**config.mk**
```make
export PLATFORM = sky130hd
export DESIGN_NAME = fetch_ctrl
export DESIGN_NICKNAME = d
export VERILOG_FILES = /design/src/rtl/fetch_ctrl_pkg.sv /design/src/rtl/fetch_ctrl_buf.sv /design/src/rtl/fetch_ctrl.sv
export SDC_FILE = /design/constraint.sdc
export NUM_CORES = 1
export LEC_CHECK = 0
export ABC_AREA = 0
export ABC_CLOCK_PERIOD_IN_PS = 3300
export CORE_MARGIN = 3
export CORE_UTILIZATION = 51
export DETAILED_ROUTE_END_ITERATION = 10
export MAX_ROUTING_LAYER = met4
export PLACE_DENSITY_LB_ADDON = 0.05
export SLEW_MARGIN = 10
export SYNTH_ARGS = -nofsm -noshare
export SYNTH_HDL_FRONTEND = slang
export SYNTH_SLANG_ARGS = --single-unit
```
**constraint.sdc**
```tcl
create_clock -name clk -period 3.3 [get_ports clk]
set_input_delay 0.825 -clock clk [delete_from_list [all_inputs] [get_ports clk]]
set_output_delay 0.825 -clock clk [all_outputs]
set_load 0.02 [all_outputs]
```
**src/rtl/fetch_ctrl_pkg.sv**
```systemverilog
// Shared core definitions used by fetch, decode and csr: fetch FSM state
// encodings, the opcodes and SYSTEM instruction words the front end cares
// about, and the default reset PC.
package fetch_ctrl_pkg;

    // Fetch FSM state encodings.
    localparam logic [1:0] FETCH_REQ   = 2'b00;
    localparam logic [1:0] FETCH_WAIT  = 2'b01;
    localparam logic [1:0] FETCH_HOLD  = 2'b10;
    localparam logic [1:0] FETCH_SLEEP = 2'b11;

    // RV32 major opcodes that change control flow.
    localparam logic [6:0] OPC_JAL    = 7'b1101111;
    localparam logic [6:0] OPC_JALR   = 7'b1100111;
    localparam logic [6:0] OPC_BRANCH = 7'b1100011;
    localparam logic [6:0] OPC_SYSTEM = 7'b1110011;

    // Full instruction words for privileged return and wait-for-interrupt.
    localparam logic [31:0] INSN_MRET = 32'h3020_0073;
    localparam logic [31:0] INSN_WFI  = 32'h1050_0073;

    // Default PC after reset.
    localparam logic [31:0] FETCH_RESET_PC = 32'h0000_0000;

endpackage

```
**src/rtl/fetch_ctrl_buf.sv**
```systemverilog
// fetch_buf: single-entry instruction holding register between the fetch
// FSM and decode. A flush beats a load, a load beats consumption, and with
// none of them the entry holds so decode sees stable data under stall.
module fetch_buf
    import fetch_ctrl_pkg::*;
#(
    parameter int unsigned W = 32
) (
    input  logic         clk,
    input  logic         rst_n,
    input  logic         load_i,
    input  logic [W-1:0] data_i,
    input  logic [W-1:0] pc_i,
    input  logic         consume_i,
    input  logic         flush_i,
    output logic         valid_o,
    output logic [W-1:0] inst_o,
    output logic [W-1:0] pc_o
);

    logic         valid_q;
    logic [W-1:0] inst_q;
    logic [W-1:0] pc_q;

    // Holding register update; the data fields only change on a load.
    always_ff @(posedge clk) begin
        if (!rst_n) begin
            valid_q <= 1'b0;
            inst_q  <= {W{1'b0}};
            pc_q    <= {W{1'b0}};
        end else if (flush_i) begin
            valid_q <= 1'b0;
        end else if (load_i) begin
            valid_q <= 1'b1;
            inst_q  <= data_i;
            pc_q    <= pc_i;
        end else if (consume_i) begin
            valid_q <= 1'b0;
        end else begin
            valid_q <= valid_q;
        end
    end

    assign valid_o = valid_q;
    assign inst_o  = inst_q;
    assign pc_o    = pc_q;

endmodule

```
**src/rtl/fetch_ctrl.sv**
```systemverilog
// fetch_ctrl: owns the architectural PC, issues one instruction-memory
// request at a time, applies execute redirects (killing in-flight stale
// responses) and hands fetched words to decode through fetch_buf.
// Optional macro FETCH_WFI_EN enables the SLEEP state (wfi/irq); without it
// wfi and irq are ignored and the SLEEP encoding behaves as REQ.
module fetch_ctrl
    import fetch_ctrl_pkg::*;
#(
    parameter int unsigned  W        = 32,
    parameter logic [W-1:0] RESET_PC = W'(FETCH_RESET_PC)
) (
    input  logic         clk,
    input  logic         rst_n,
    output logic         imem_req,
    output logic [W-1:0] imem_addr,
    input  logic         imem_gnt,
    input  logic         imem_rvalid,
    input  logic [W-1:0] imem_rdata,
    input  logic         redirect,
    input  logic [W-1:0] redirect_pc,
    input  logic         stall,
    output logic         inst_valid,
    output logic [W-1:0] inst,
    output logic [W-1:0] inst_pc,
    input  logic         wfi,
    input  logic         irq
);

    logic [1:0]   state_q, state_d, state_eff_s;
    logic [W-1:0] pc_q, pc_d;
    logic [W-1:0] req_pc_q, req_pc_d;
    logic [W-1:0] pc_inc_s, redir_pc_s;
    logic         kill_q, kill_d;
    logic         wfi_pend_q, wfi_pend_d;
    logic         wfi_in_s, irq_in_s, sleep_req_s;
    logic         buf_load_s, buf_consume_s;
    logic         unused_s;

`ifdef FETCH_WFI_EN
    assign wfi_in_s    = wfi;
    assign irq_in_s    = irq;
    assign state_eff_s = state_q;
    assign unused_s    = ^redirect_pc[1:0];
`else
    assign wfi_in_s    = 1'b0;
    assign irq_in_s    = 1'b0;
    assign state_eff_s = (state_q == FETCH_SLEEP) ? FETCH_REQ : state_q;
    assign unused_s    = ^{wfi, irq, redirect_pc[1:0]};
`endif

    // Targets are word aligned; sequential PC wraps modulo 2^W.
    assign redir_pc_s    = {redirect_pc[W-1:2], 2'b00};
    assign pc_inc_s      = pc_q + W'(32'd4);
    // A wfi seen while waiting is remembered until the held word is consumed.
    assign sleep_req_s   = wfi_in_s | wfi_pend_q;
    assign buf_consume_s = (state_eff_s == FETCH_HOLD) && !stall;

    // Next-state, PC and kill logic; redirect outranks every other event.
    always_comb begin
        state_d    = state_eff_s;
        pc_d       = pc_q;
        req_pc_d   = req_pc_q;
        kill_d     = kill_q;
        wfi_pend_d = wfi_pend_q;
        buf_load_s = 1'b0;
        case (state_eff_s)
            FETCH_REQ: begin
                if (imem_gnt) begin
                    // A grant in the redirect cycle carries the old address.
                    state_d  = FETCH_WAIT;
                    req_pc_d = pc_q;
                    kill_d   = redirect;
                    pc_d     = redirect ? redir_pc_s : pc_inc_s;
                end else if (redirect) begin
                    pc_d = redir_pc_s;
                end else begin
                    pc_d = pc_q;
                end
            end
            FETCH_WAIT: begin
                wfi_pend_d = !redirect && (wfi_pend_q || wfi_in_s);
                pc_d       = redirect ? redir_pc_s : pc_q;
                if (imem_rvalid) begin
                    kill_d = 1'b0;
                    if (redirect || kill_q) begin
                        state_d = FETCH_REQ;
                    end else begin
                        state_d    = FETCH_HOLD;
                        buf_load_s = 1'b1;
                    end
                end else if (redirect) begin
                    kill_d = 1'b1;
                end else begin
                    kill_d = kill_q;
                end
            end
            FETCH_HOLD: begin
                if (redirect) begin
                    state_d    = FETCH_REQ;
                    pc_d       = redir_pc_s;
                    wfi_pend_d = 1'b0;
                end else if (!stall) begin
                    state_d    = sleep_req_s ? FETCH_SLEEP : FETCH_REQ;
                    wfi_pend_d = 1'b0;
                end else begin
                    state_d = FETCH_HOLD;
                end
            end
            FETCH_SLEEP: begin
                if (redirect) begin
                    state_d = FETCH_REQ;
                    pc_d    = redir_pc_s;
                end else if (irq_in_s) begin
                    state_d = FETCH_REQ;
                end else begin
                    state_d = FETCH_SLEEP;
                end
            end
            default: begin
                state_d = FETCH_REQ;
            end
        endcase
    end

    // Architectural fetch state with synchronous active-low reset.
    always_ff @(posedge clk) begin
        if (!rst_n) begin
            state_q    <= FETCH_REQ;
            pc_q       <= RESET_PC;
            req_pc_q   <= {W{1'b0}};
            kill_q     <= 1'b0;
            wfi_pend_q <= 1'b0;
        end else begin
            state_q    <= state_d;
            pc_q       <= pc_d;
            req_pc_q   <= req_pc_d;
            kill_q     <= kill_d;
            wfi_pend_q <= wfi_pend_d;
        end
    end

    assign imem_req  = rst_n && (state_eff_s == FETCH_REQ);
    assign imem_addr = pc_q;

    fetch_buf #(
        .W (W)
    ) u_buf (
        .clk       (clk),
        .rst_n     (rst_n),
        .load_i    (buf_load_s),
        .data_i    (imem_rdata),
        .pc_i      (req_pc_q),
        .consume_i (buf_consume_s),
        .flush_i   (redirect),
        .valid_o   (inst_valid),
        .inst_o    (inst),
        .pc_o      (inst_pc)
    );

endmodule
```
; Yosys cells after proc, flatten, opt, wreduce, memory -nomap -nowiden
; Cells that the tools add are included.
[classes]
add_sub_neg = 1
n_eq_ne = 7
muxes = 25
bitwise_logic = 2
reduce_logical = 16
[ops]
columns = cell, n
row1 = 32-bit 2-to-1 mux, 3
row2 = 32-bit case mux with 2 select lines, 1
row3 = 32-bit by 3-bit adder with 32-bit output (second input constant), 1
row4 = 2-bit 2-to-1 mux, 8
row5 = 1-bit 2-to-1 mux, 10
row6 = 2-bit case mux with 4 select lines, 1
row7 = 2-bit == test (second input constant), 3
row8 = 3-bit inequality test (second input constant), 2
row9 = 2-bit AND reduction, 3
row10 = 2-bit nonzero test, 3
row11 = 1-bit case mux with 2 select lines, 2
row12 = 1-bit logical AND, 3
row13 = 3-bit AND reduction, 1
row14 = 3-bit OR reduction, 1
row15 = 2-bit by 1-bit == test with 1-bit output (second input constant), 1
row16 = 1-bit logical NOT, 2
row17 = 2-bit logical NOT, 1
row18 = 2-bit inequality test (second input constant), 1
row19 = 1-bit inverter, 2
row20 = 2-bit OR reduction, 1
row21 = 1-bit logical OR, 1
[totals]
register_bits = 133
inputBits = 72
wordCells = 59

; Longest topological paths before layout
; Gate-level depths: netlist of run 1.
[logic_depth]
depth_word = 6
ltp_mapped = 8
ltp_nobuf = 6

; By module
; From an unflattened synthesis of run 1, not the netlist that was laid out.
[unflattened]
hier_cells = 689
hier_area_um2 = 5988.2
[modules_own_cells]
columns = module, instances, cells_per_inst, area_per_inst_um2, seq_area_each_um2
row1 = fetch_ctrl, 1, 407, 3318.2, 1361.3
row2 = fetch_buf, 1, 282, 2670.1, 1301.2

; Least setup slack after synthesis of run 1
; OpenSTA, ideal clock, no wires.
[synth_timing]
path_kind = in2out
from = input rst_n
to = output imem_req
arrival_time_ns = 1.562
setup_slack_ns = 0.913
cell_stages = 3
cell_sequence = clkbuf_1 > clkbuf_1 > and2_1
[synth_between]
elab_chain_cells = 1
[synth_rtl]
columns = element, line_no
row1 = start: declaration, fetch_ctrl.sv:13  ; input logic rst_n,
row2 = 1-bit logical AND, fetch_ctrl.sv:142  ; assign imem_req = rst_n && (state_eff_s == FETCH_REQ);
row3 = end: declaration, fetch_ctrl.sv:14  ; output logic imem_req,
; Every way passes these cells.

; Worst setup path in the final report of run 1
[layout_timing]
from = register state_q[0]
to = output imem_req
[layout_between]
elab_chain_cells = 4
[layout_rtl]
columns = element, line_no
row1 = start: declaration, fetch_ctrl.sv:29  ; logic [1:0] state_q, state_d, state_eff_s;
row2 = start signal: assignment, fetch_ctrl.sv:134  ; state_q <= state_d;
row3 = 2-bit == test, fetch_ctrl.sv:47  ; assign state_eff_s = (state_q == FETCH_SLEEP) ? FETCH_REQ : state_q;
row4 = 2-bit 2-to-1 mux *, fetch_ctrl.sv:47
row5 = 2-bit logical NOT *, fetch_ctrl.sv:142
row6 = 1-bit logical AND *, fetch_ctrl.sv:142
; Every way passes the cells marked *; elsewhere a longest branch is shown, timed or not.

==> results of run 1 <==
-- flip-flops by register name (all words and copies together), names as in the netlist --
name           cells
req_pc_q          32
sleep_req_s        1
u_buf.valid_o      1
kill_q             1
u_buf.pc_o        32
u_buf.inst_o      32
state_q            2
imem_addr         32
-- metrics by stage --
step                      utilization, %  power, mW  setup slack, ns
after global placement              70.0       2.21            0.461
final                               75.3       3.96            0.441
after detailed placement            70.0       2.22            0.426
after floorplan                        -       1.99            0.913
after CTS                           75.3       3.98            0.419
after global routing                75.3       4.12            0.347
-- per-layer routing --
| layer | up-vias | global-route usage, % |
|---|---|---|
| met2 | 211 | 37.7 |
| met4 | 0 | 9.41 |
| met1 | 2480 | 30.7 |
| met3 | 29 | 6.55 |
| met5 | - | - |
| li1 | 2633 | - |
-- synth_stat cells, types with 7 or more instances --
library cell  instances
nand2_1             206
dfxtp_1             133
a21boi_0             97
clkbuf_1             38
o21ai_0              31
nor3_1               16
a21oi_1              13
nand4_1              12
nor2_1               11
nand3_1               9
nor4_1                8
a211oi_1              7
and4_1                7
nor2b_1               7
xnor2_1               7
-- worst min-delay path, cell delays in order, from the launching register on --
cell      delay, ns
dfxtp_1        0.31
nand2_1        0.04
a21boi_0       0.06
-- kinds of logic after synthesis --
kind of cell	after synthesis
compound gates	169
mux	1
fa+ha+maj	5
flops	133
buf+inv	57
simple gates	307
xor+xnor	8
-- cell type report --
cell class                      count  area (sq um)  area share (%)
Multi-Input combinational cell    490          2770            34.8
Clock inverter                     14           141            1.78
Clock buffer                       18           418            5.25
Timing Repair Buffer              179          1770            22.2
Sequential cell                   133          2660            33.5
Tap cell                          136           170            2.14
Inverter                            7          26.3           0.330
-- power by group through the flow --
stage | Clock, mW | Sequential (mW) | Combinational (mW)
final | 1.76 | 1.73 | 0.458
after global routing | 1.88 | 1.74 | 0.496
after CTS | 1.79 | 1.73 | 0.461
after detailed placement | 0 | 1.77 | 0.457
after global placement | 0 | 1.76 | 0.448
after floorplan | 0 | 1.79 | 0.200
-- worst paths after layout --
check,slack [ns],from,end,cells after the start
worst max-delay path,0.44,state_q[0]$_SDFF_PN0_,imem_req,4
worst min-delay path,0.46,u_buf.inst_o[5]$_SDFFE_PN0P_,u_buf.inst_o[5]$_SDFFE_PN0P_,2
worst max register to register,1.02,state_q[0]$_SDFF_PN0_,imem_addr[25]$_SDFF_PN0_,7
worst min register to register,0.46,u_buf.inst_o[5]$_SDFFE_PN0P_,u_buf.inst_o[5]$_SDFFE_PN0P_,2
==> run summary, run 1 <==
Status -> completed
Proportion of synthesized area in mux cells -> 0.177%
FFs w/ async S/R, synth -> 0%
Fin crit period -> 2.86 ns
Relative slew slack -> 51.2%
Top Family by Delay on Critical Path -> buffers and inverters
Internal -> 2.91 mW
Clk buf depth -> 2
H-tree levels -> 4
Total track usage -> 24.4%
Root buffer cell -> clkbuf_8
Clk sink count -> 133
Design area -> 7950 sq um
Filler cell count -> 807
Global route overflow -> 0
Starting density of the core -> 53.5%
Initial drt markers -> 358
VDD IR-drop max -> 0.297 mV
Psw -> 1.04 mW
Fin crit share -> 86.6%
Worst path cell trace -> inv_1 > ha_1 > and2_1 > clkdlybuf4s50_1
Die ar. -> 12400 sq um
CP max stage cell -> clkdlybuf4s50_1
Most frequent cells in the layout -> nand2_1, clkdlybuf4s50_1, dfxtp_1
Met2 wire length -> 6800 microns
Initial antenna violation count -> 0
Slew of the pin with the lowest slew margin -> 0.730 ns
DP HPWL -> 10200 microns
Area leader, netlist -> dfxtp_1
Metal3 WL -> 1140 microns
Post-Syn Area -> 5650 sq um
PwrDens -> 497 nW/um^2
Setup Total Neg Slack -> 0 ns
Hold Crit Class -> reg -> reg
Critical path peak fanout -> 3
Total core area -> 10600 sq um
Area contributors post-synth -> dfxtp_1, nand2_1, a21boi_0, o21ai_0, clkbuf_1
Total CTS buffers -> 17
Global-route wire length before repair -> 24400 microns
Main synth FF type -> dfxtp_1
Vias -> 5353
Post-CTS Setup Bufs -> 0
Syn nets -> 757
Clock Latency Late Sink -> 0.52 ns
Avg Inst Size Synth -> 8.30 sq um
Cts repair resizes -> 0
Simple-gate share of the synthesized area -> 25.4%
Top-area cell type share of the netlist area -> 47.2%
Logic gate share of total power -> 11.6%
Max Used Layer -> met4
Max cap viols -> 0
Synth cell types -> 50
Layout area overhead -> 40.9%
Setup crit start kind -> flip-flop
# setup viols final -> 0
Pre-antenna DRT Iters -> 5
FP Rows -> 37
DRT met1 WL -> 6440 microns
Switching Fraction -> 26.4%
Main combinational cell family by area after synthesis -> simple AND/OR/NAND/NOR gates
Nets -> 905
Share of post-route cells with drive strength above 1 -> 6.90%
Post-synthesis compound-gate area fraction -> 20.9%
CP required -> 2.47 ns
Hold-fix buffer count after cts -> 0
Most common cell after layout, fill and taps aside -> nand2_1
Post-Route Skew -> 0.00940 ns
DP Cell Count -> 945
WP data arrival -> 2.03 ns
Routed wire length -> 14700 microns
Die width -> 111 microns
CTS clk-pin slew, worst paths -> 0.06 ns
Boundary Pins -> 170
Syn Inst Count -> 680
Drt drc -> 0
Reg power frac -> 43.8%
Max stage delay on crit path -> 0.62 ns
Routed len/inst -> 15.1 microns
Gpl congestion -> 0.849
Vias per Instance -> 5.48
Max-slew violation count -> 0
RSZ-0062 raised after global routing -> no
Clock power share -> 44.6%
Pin count of the biggest net entering global routing -> 86
Die Y -> 111 microns
Placement Cell Area -> 7390 sq um
DRT antenna net count -> 0
Final hold slack -> 0.463 ns
Fmax -> 350 MHz
Crit Path Category -> reg -> out
Worst setup EP type -> output pin
Final std cells w/o fill -> 977
XOR/XNOR Fraction of Synth Area -> 1.24%
#FFs+latches synth -> 133
# port buffers -> 165
# diodes -> 0
CP bufs+invs -> 2
Synth Area in Adders -> 1.11%
Lkg Pwr -> 2.73 nW
Vias in the first global route -> 5063
Post-synth EDFFs -> 0
Seq/Total Area, Yosys -> 47.2%
Yosys warns -> 0
TritonCTS clock tree -> done
Hold Fails Final Rpt -> 0
(Power assumes the default switching activity.)
==> inputs of run 2 (changes only) <==
Settings changed: CORE_ASPECT_RATIO from default to 1.1, CORE_UTILIZATION 51 to 61, CTS_CLUSTER_SIZE from default to 28, DONT_BUFFER_PORTS from default to 1.
==> run summary, run 2 (synthesis gave the netlist of run 1 again) <==
Status -> completed
Setup crit end -> imem_req
Clk sink count -> 133
Critical path peak fanout -> 11
VDD IR-drop max -> 0.373 mV
Initial antenna violation count -> 1
Post-CTS Setup Bufs -> 0
PwrDens -> 638 nW/um^2
Fin crit share -> 79.6%
Critical path launch point -> state_q[0]$_SDFF_PN0_
Die ar. -> 10400 sq um
DP HPWL -> 8630 microns
CP max stage cell -> ha_1
Top Family by Delay on Critical Path -> adder cells
Most frequent cells in the layout -> nand2_1, dfxtp_1, a21boi_0
Worst R2R End -> imem_addr[25]$_SDFF_PN0_
CTS clk-pin slew, worst paths -> 0.06 ns
Max cap viols -> 0
Final WS setup -> 0.674 ns
Total power -> 4.03 mW
Gpl congestion -> 0.797
H-tree levels -> 4
FF+latch area -> 2660 sq um
Crit Path Category -> reg -> out
Total CTS buffers -> 17
Logic gate share of total power -> 5.2%
Slew of the pin with the lowest slew margin -> 1.10 ns
Worst path cell trace -> inv_1 > ha_1 > and2_1
Clock power share -> 50.5%
Setup WS pre-CTS -> 0.936 ns
DP Cell Count -> 751
Most common cell after layout, fill and taps aside -> nand2_1
CP bufs+invs -> 1
R2R Path Start -> state_q[0]$_SDFF_PN0_
Internal -> 3.10 mW
Drt drc -> 0
Psw -> 0.930 mW
Filler cell count -> 740
Relative slew slack -> 26.6%
FF-to-FF path depth -> 6
Routed wire length -> 13200 microns
Routed len/inst -> 16.8 microns
FP Rows -> 36
CP required -> 2.47 ns
DRT antenna net count -> 0
Clock Latency Late Sink -> 0.52 ns
Max stage delay on crit path -> 0.53 ns
Final std cells w/o fill -> 784
Pre-antenna DRT Iters -> 7
WP data arrival -> 1.80 ns
# port buffers -> 0
Worst setup EP type -> output pin
Global route overflow -> 0
Lkg Pwr -> 2.13 nW
Switching Fraction -> 23.1%
Global-route wire length before repair -> 21800 microns
Die width -> 97.7 microns
Hold Crit Class -> in -> reg
Clk buf depth -> 2
Setup crit start kind -> flip-flop
Post-Route Skew -> 0.00645 ns
RSZ-0062 raised after global routing -> no
# setup viols final -> 0
Boundary Pins -> 170
Vias per Instance -> 5.99
Nets -> 733
Setup Total Neg Slack -> 0 ns
Total core area -> 8920 sq um
Root buffer cell -> clkbuf_8
Layout area overhead -> 11.8%
TritonCTS clock tree -> done
Share of post-route cells with drive strength above 1 -> 7.47%
Starting density of the core -> 63.3%
Pin count of the biggest net entering global routing -> 139
Max-slew violation count -> 0
Core Util, Final -> 70.8%
Hold-fix buffer count after cts -> 0
Initial drt markers -> 256
Critical path depth -> 3
Vias -> 4694
Vias in the first global route -> 4391
Hold Fails Final Rpt -> 0
Total track usage -> 26.6%
Fin crit period -> 2.63 ns
Area of the multi-input gates -> 2770 sq um
Reg power frac -> 44.3%
R2r setup slk -> 0.93 ns
Die Y -> 107 microns
Cts repair resizes -> 0
Fmax -> 381 MHz
-- run 2: cell types whose count changed in the layout (fill, tap and decap cells not counted), sizes merged --
cell / before / now
clkinvlp: 1 / 3
inv: 14 / 7
diode: 0 / 1
clkbuf: 18 / 20
bufinv: 1 / 5
buf: 15 / 7
clkinv: 5 / 4
clkdlybuf4s50: 164 / 0
-- run 2: worst register-to-register path, delay by kind of cell (launching register included) --
family | cells | cell delay (ns)
AO/OA/AOI/OAI | 1 | 0.19
buffers and inverters | 1 | 0.07
AND/OR/NAND/NOR | 3 | 1.15
adder cells (fa/ha/maj) | 1 | 0.53
flip-flops | 1 | 0.36
-- run 2: routing by layer --
layer  global-route usage, %  wire, microns  part of all wire [%]  vias up
li1                        -              -                     -     2289
met1                    32.9           5580                    42     2189
met2                    40.0           6080                    46      195
met3                    9.95           1250                   9.5       21
met4                    9.59            279                   2.1        0
met5                       -              0                     0        -
-- run 2: cell type report --
| cell class | instances | share of cell area, % |
|---|---|---|
| tap | 114 | 2.26 |
| multi-input combinational | 490 | 43.8 |
| clock inverter | 12 | 3.17 |
| inverter | 7 | 0.416 |
| antenna | 1 | 0.0396 |
| clock buffer | 20 | 7.06 |
| sequential | 133 | 42.2 |
| timing repair buffer | 7 | 1.03 |
-- run 2: power by group through the flow --
stage / Combinational, mW / Sequential [mW] / Clock [mW]
2_1_floorplan: 0.200 / 1.79 / 0
3_3_place_gp: 0.204 / 1.81 / 0
3_5_place_dp: 0.212 / 1.82 / 0
4_1_cts: 0.214 / 1.78 / 2.06
5_1_grt: 0.242 / 1.79 / 2.13
6_report: 0.211 / 1.78 / 2.03
-- run 2: stage by stage --
step / hold slack, ns / cell area [sq um]
3_3_place_gp: 0.450 / 5660
4_1_cts: 0.417 / 6310
2_1_floorplan: 0.441 / 5650
5_1_grt: 0.421 / 6310
3_5_place_dp: 0.456 / 5660
6_report: 0.442 / 6310
-- run 2: worst min-delay path by stage --
stage	depth (start not counted)	slack, ns	endpoint	startpoint
after floorplan	2	0.44	u_buf.pc_o[0]$_SDFFE_PN0P_	req_pc_q[0]$_SDFFE_PN0P_
after global placement	2	0.45	u_buf.pc_o[9]$_SDFFE_PN0P_	req_pc_q[9]$_SDFFE_PN0P_
after CTS	1	0.42	imem_addr[2]$_SDFF_PN0_	rst_n
after global routing	1	0.42	imem_addr[3]$_SDFF_PN0_	rst_n
final	1	0.44	imem_addr[4]$_SDFF_PN0_	redirect_pc[4]
after detailed placement	2	0.46	req_pc_q[27]$_SDFFE_PN0P_	req_pc_q[27]$_SDFFE_PN0P_
==> inputs of run 3 (changes only) <==
Settings changed: ABC_CLOCK_PERIOD_IN_PS 3300 to 2300, CORE_UTILIZATION 61 to 57.
Clock period 3.3 ns to 2.3 ns, I/O delays scaled along.
==> run summary, run 3 (synthesis gave the netlist of run 1 again) <==
Global route overflow -> 0
Fin crit share -> 94.4%
FP Rows -> 37
Total CTS buffers -> 17
Layout area overhead -> 15.8%
Initial antenna violation count -> 1
WP data arrival -> 1.60 ns
TritonCTS clock tree -> done
Drt drc -> 0
Die Y -> 110 microns
Relative slew slack -> 58.8%
Clock Latency Late Sink -> 0.51 ns
Final std cells w/o fill -> 814
Switching Fraction -> 23.0%
Slew of the pin with the lowest slew margin -> 0.618 ns
VDD IR-drop max -> 0.494 mV
Filler cell count -> 800
Pin count of the biggest net entering global routing -> 139
Most frequent cells in the layout -> nand2_1, dfxtp_1, a21boi_0
Total track usage -> 24.0%
Initial drt markers -> 301
Die width -> 101 microns
Clock power share -> 49.7%
Crit Path Category -> reg -> out
Internal -> 4.46 mW
Logic gate share of total power -> 7.3%
Max cap viols -> 0
Setup Total Neg Slack -> 0 ns
Boundary Pins -> 170
Hold Fails Final Rpt -> 0
Die ar. -> 11100 sq um
Final hold slack -> 0.211 ns
Fmax -> 461 MHz
Vias -> 4604
Setup crit start kind -> flip-flop
Post-Route Skew -> 0.00645 ns
Pre-antenna DRT Iters -> 4
Vias per Instance -> 5.66
PwrDens -> 886 nW/um^2
Fin crit period -> 2.17 ns
Clk buf depth -> 2
Lkg Pwr -> 2.27 nW
# setup viols final -> 0
H-tree levels -> 4
Hold-fix buffer count after cts -> 0
DP HPWL -> 8970 microns
Nets -> 760
Hold Crit Class -> in -> reg
Global-route wire length before repair -> 20600 microns
Status -> completed
Post-CTS Setup Bufs -> 0
RSZ-0062 raised after global routing -> no
DRT antenna net count -> 0
# port buffers -> 0
Total core area -> 9490 sq um
CTS clk-pin slew, worst paths -> 0.06 ns
Final WS setup -> 0.129 ns
Max-slew violation count -> 0
Clk sink count -> 133
Worst setup EP type -> output pin
Setup WS pre-CTS -> 0.219 ns
Share of post-route cells with drive strength above 1 -> 11.2%
Reg power frac -> 43.1%
Cts repair resizes -> 3
Psw -> 1.33 mW
Routed wire length -> 13200 microns
CP required -> 1.73 ns
Critical path peak fanout -> 9
Vias in the first global route -> 4167
Most common cell after layout, fill and taps aside -> nand2_1
Root buffer cell -> clkbuf_8
Starting density of the core -> 59.5%
Routed len/inst -> 16.2 microns
DP Cell Count -> 781
Core Util, Final -> 68.9%
Gpl congestion -> 0.863
==> run 3: per-stage QoR <==
step	area (sq um)	power, mW
after CTS	6520	5.84
after detailed placement	5880	2.96
after global routing	6540	6.02
after global placement	5880	2.94
final	6540	5.79
after floorplan	5650	2.86
==> run 3: worst paths after layout <==
kind,start,endpoint,slack [ns],depth (start not counted)
min,imem_rdata[21],u_buf.inst_o[21]$_SDFFE_PN0P_,0.21,2
min reg2reg,req_pc_q[17]$_SDFFE_PN0P_,req_pc_q[17]$_SDFFE_PN0P_,0.46,2
max,state_q[0]$_SDFF_PN0_,imem_req,0.13,4
max reg2reg,state_q[0]$_SDFF_PN0_,imem_addr[25]$_SDFF_PN0_,0.30,6
==> run 3: final cells by class <==
class | instances | area (sq um) | area share (%)
Clock inverter | 12 | 200 | 3.06
Multi-Input combinational cell | 490 | 2780 | 42.6
Sequential cell | 133 | 2660 | 40.7
Timing Repair Buffer | 34 | 280 | 4.29
Antenna cell | 1 | 2.50 | 0.0383
Tap cell | 117 | 146 | 2.24
Clock buffer | 20 | 435 | 6.66
Inverter | 7 | 26.3 | 0.402
==> run 3: power groups by stage <==
stage | Sequential [mW] | Combinational [mW] | Clock, mW
after CTS | 2.49 | 0.422 | 2.92
after detailed placement | 2.54 | 0.416 | 0
after floorplan | 2.57 | 0.286 | 0
final | 2.49 | 0.421 | 2.88
after global routing | 2.50 | 0.469 | 3.05
after global placement | 2.54 | 0.404 | 0
==> run 3: critical path, stage by stage, from the launching register on <==
cell	delay (ns)
dfxtp_1	0.35
inv_1	0.09
ha_4	0.30
buf_4	0.16
and2_4	0.18
==> run 3: layer usage <==
| layer | part of all wire, % | GRT usage, % | routed length (microns) |
|---|---|---|---|
| met2 | 47 | 37.3 | 6180 |
| met1 | 43 | 29.7 | 5730 |
| met5 | 0 | - | 0 |
| met3 | 9.1 | 9.06 | 1200 |
| met4 | 0.58 | 6.27 | 76 |
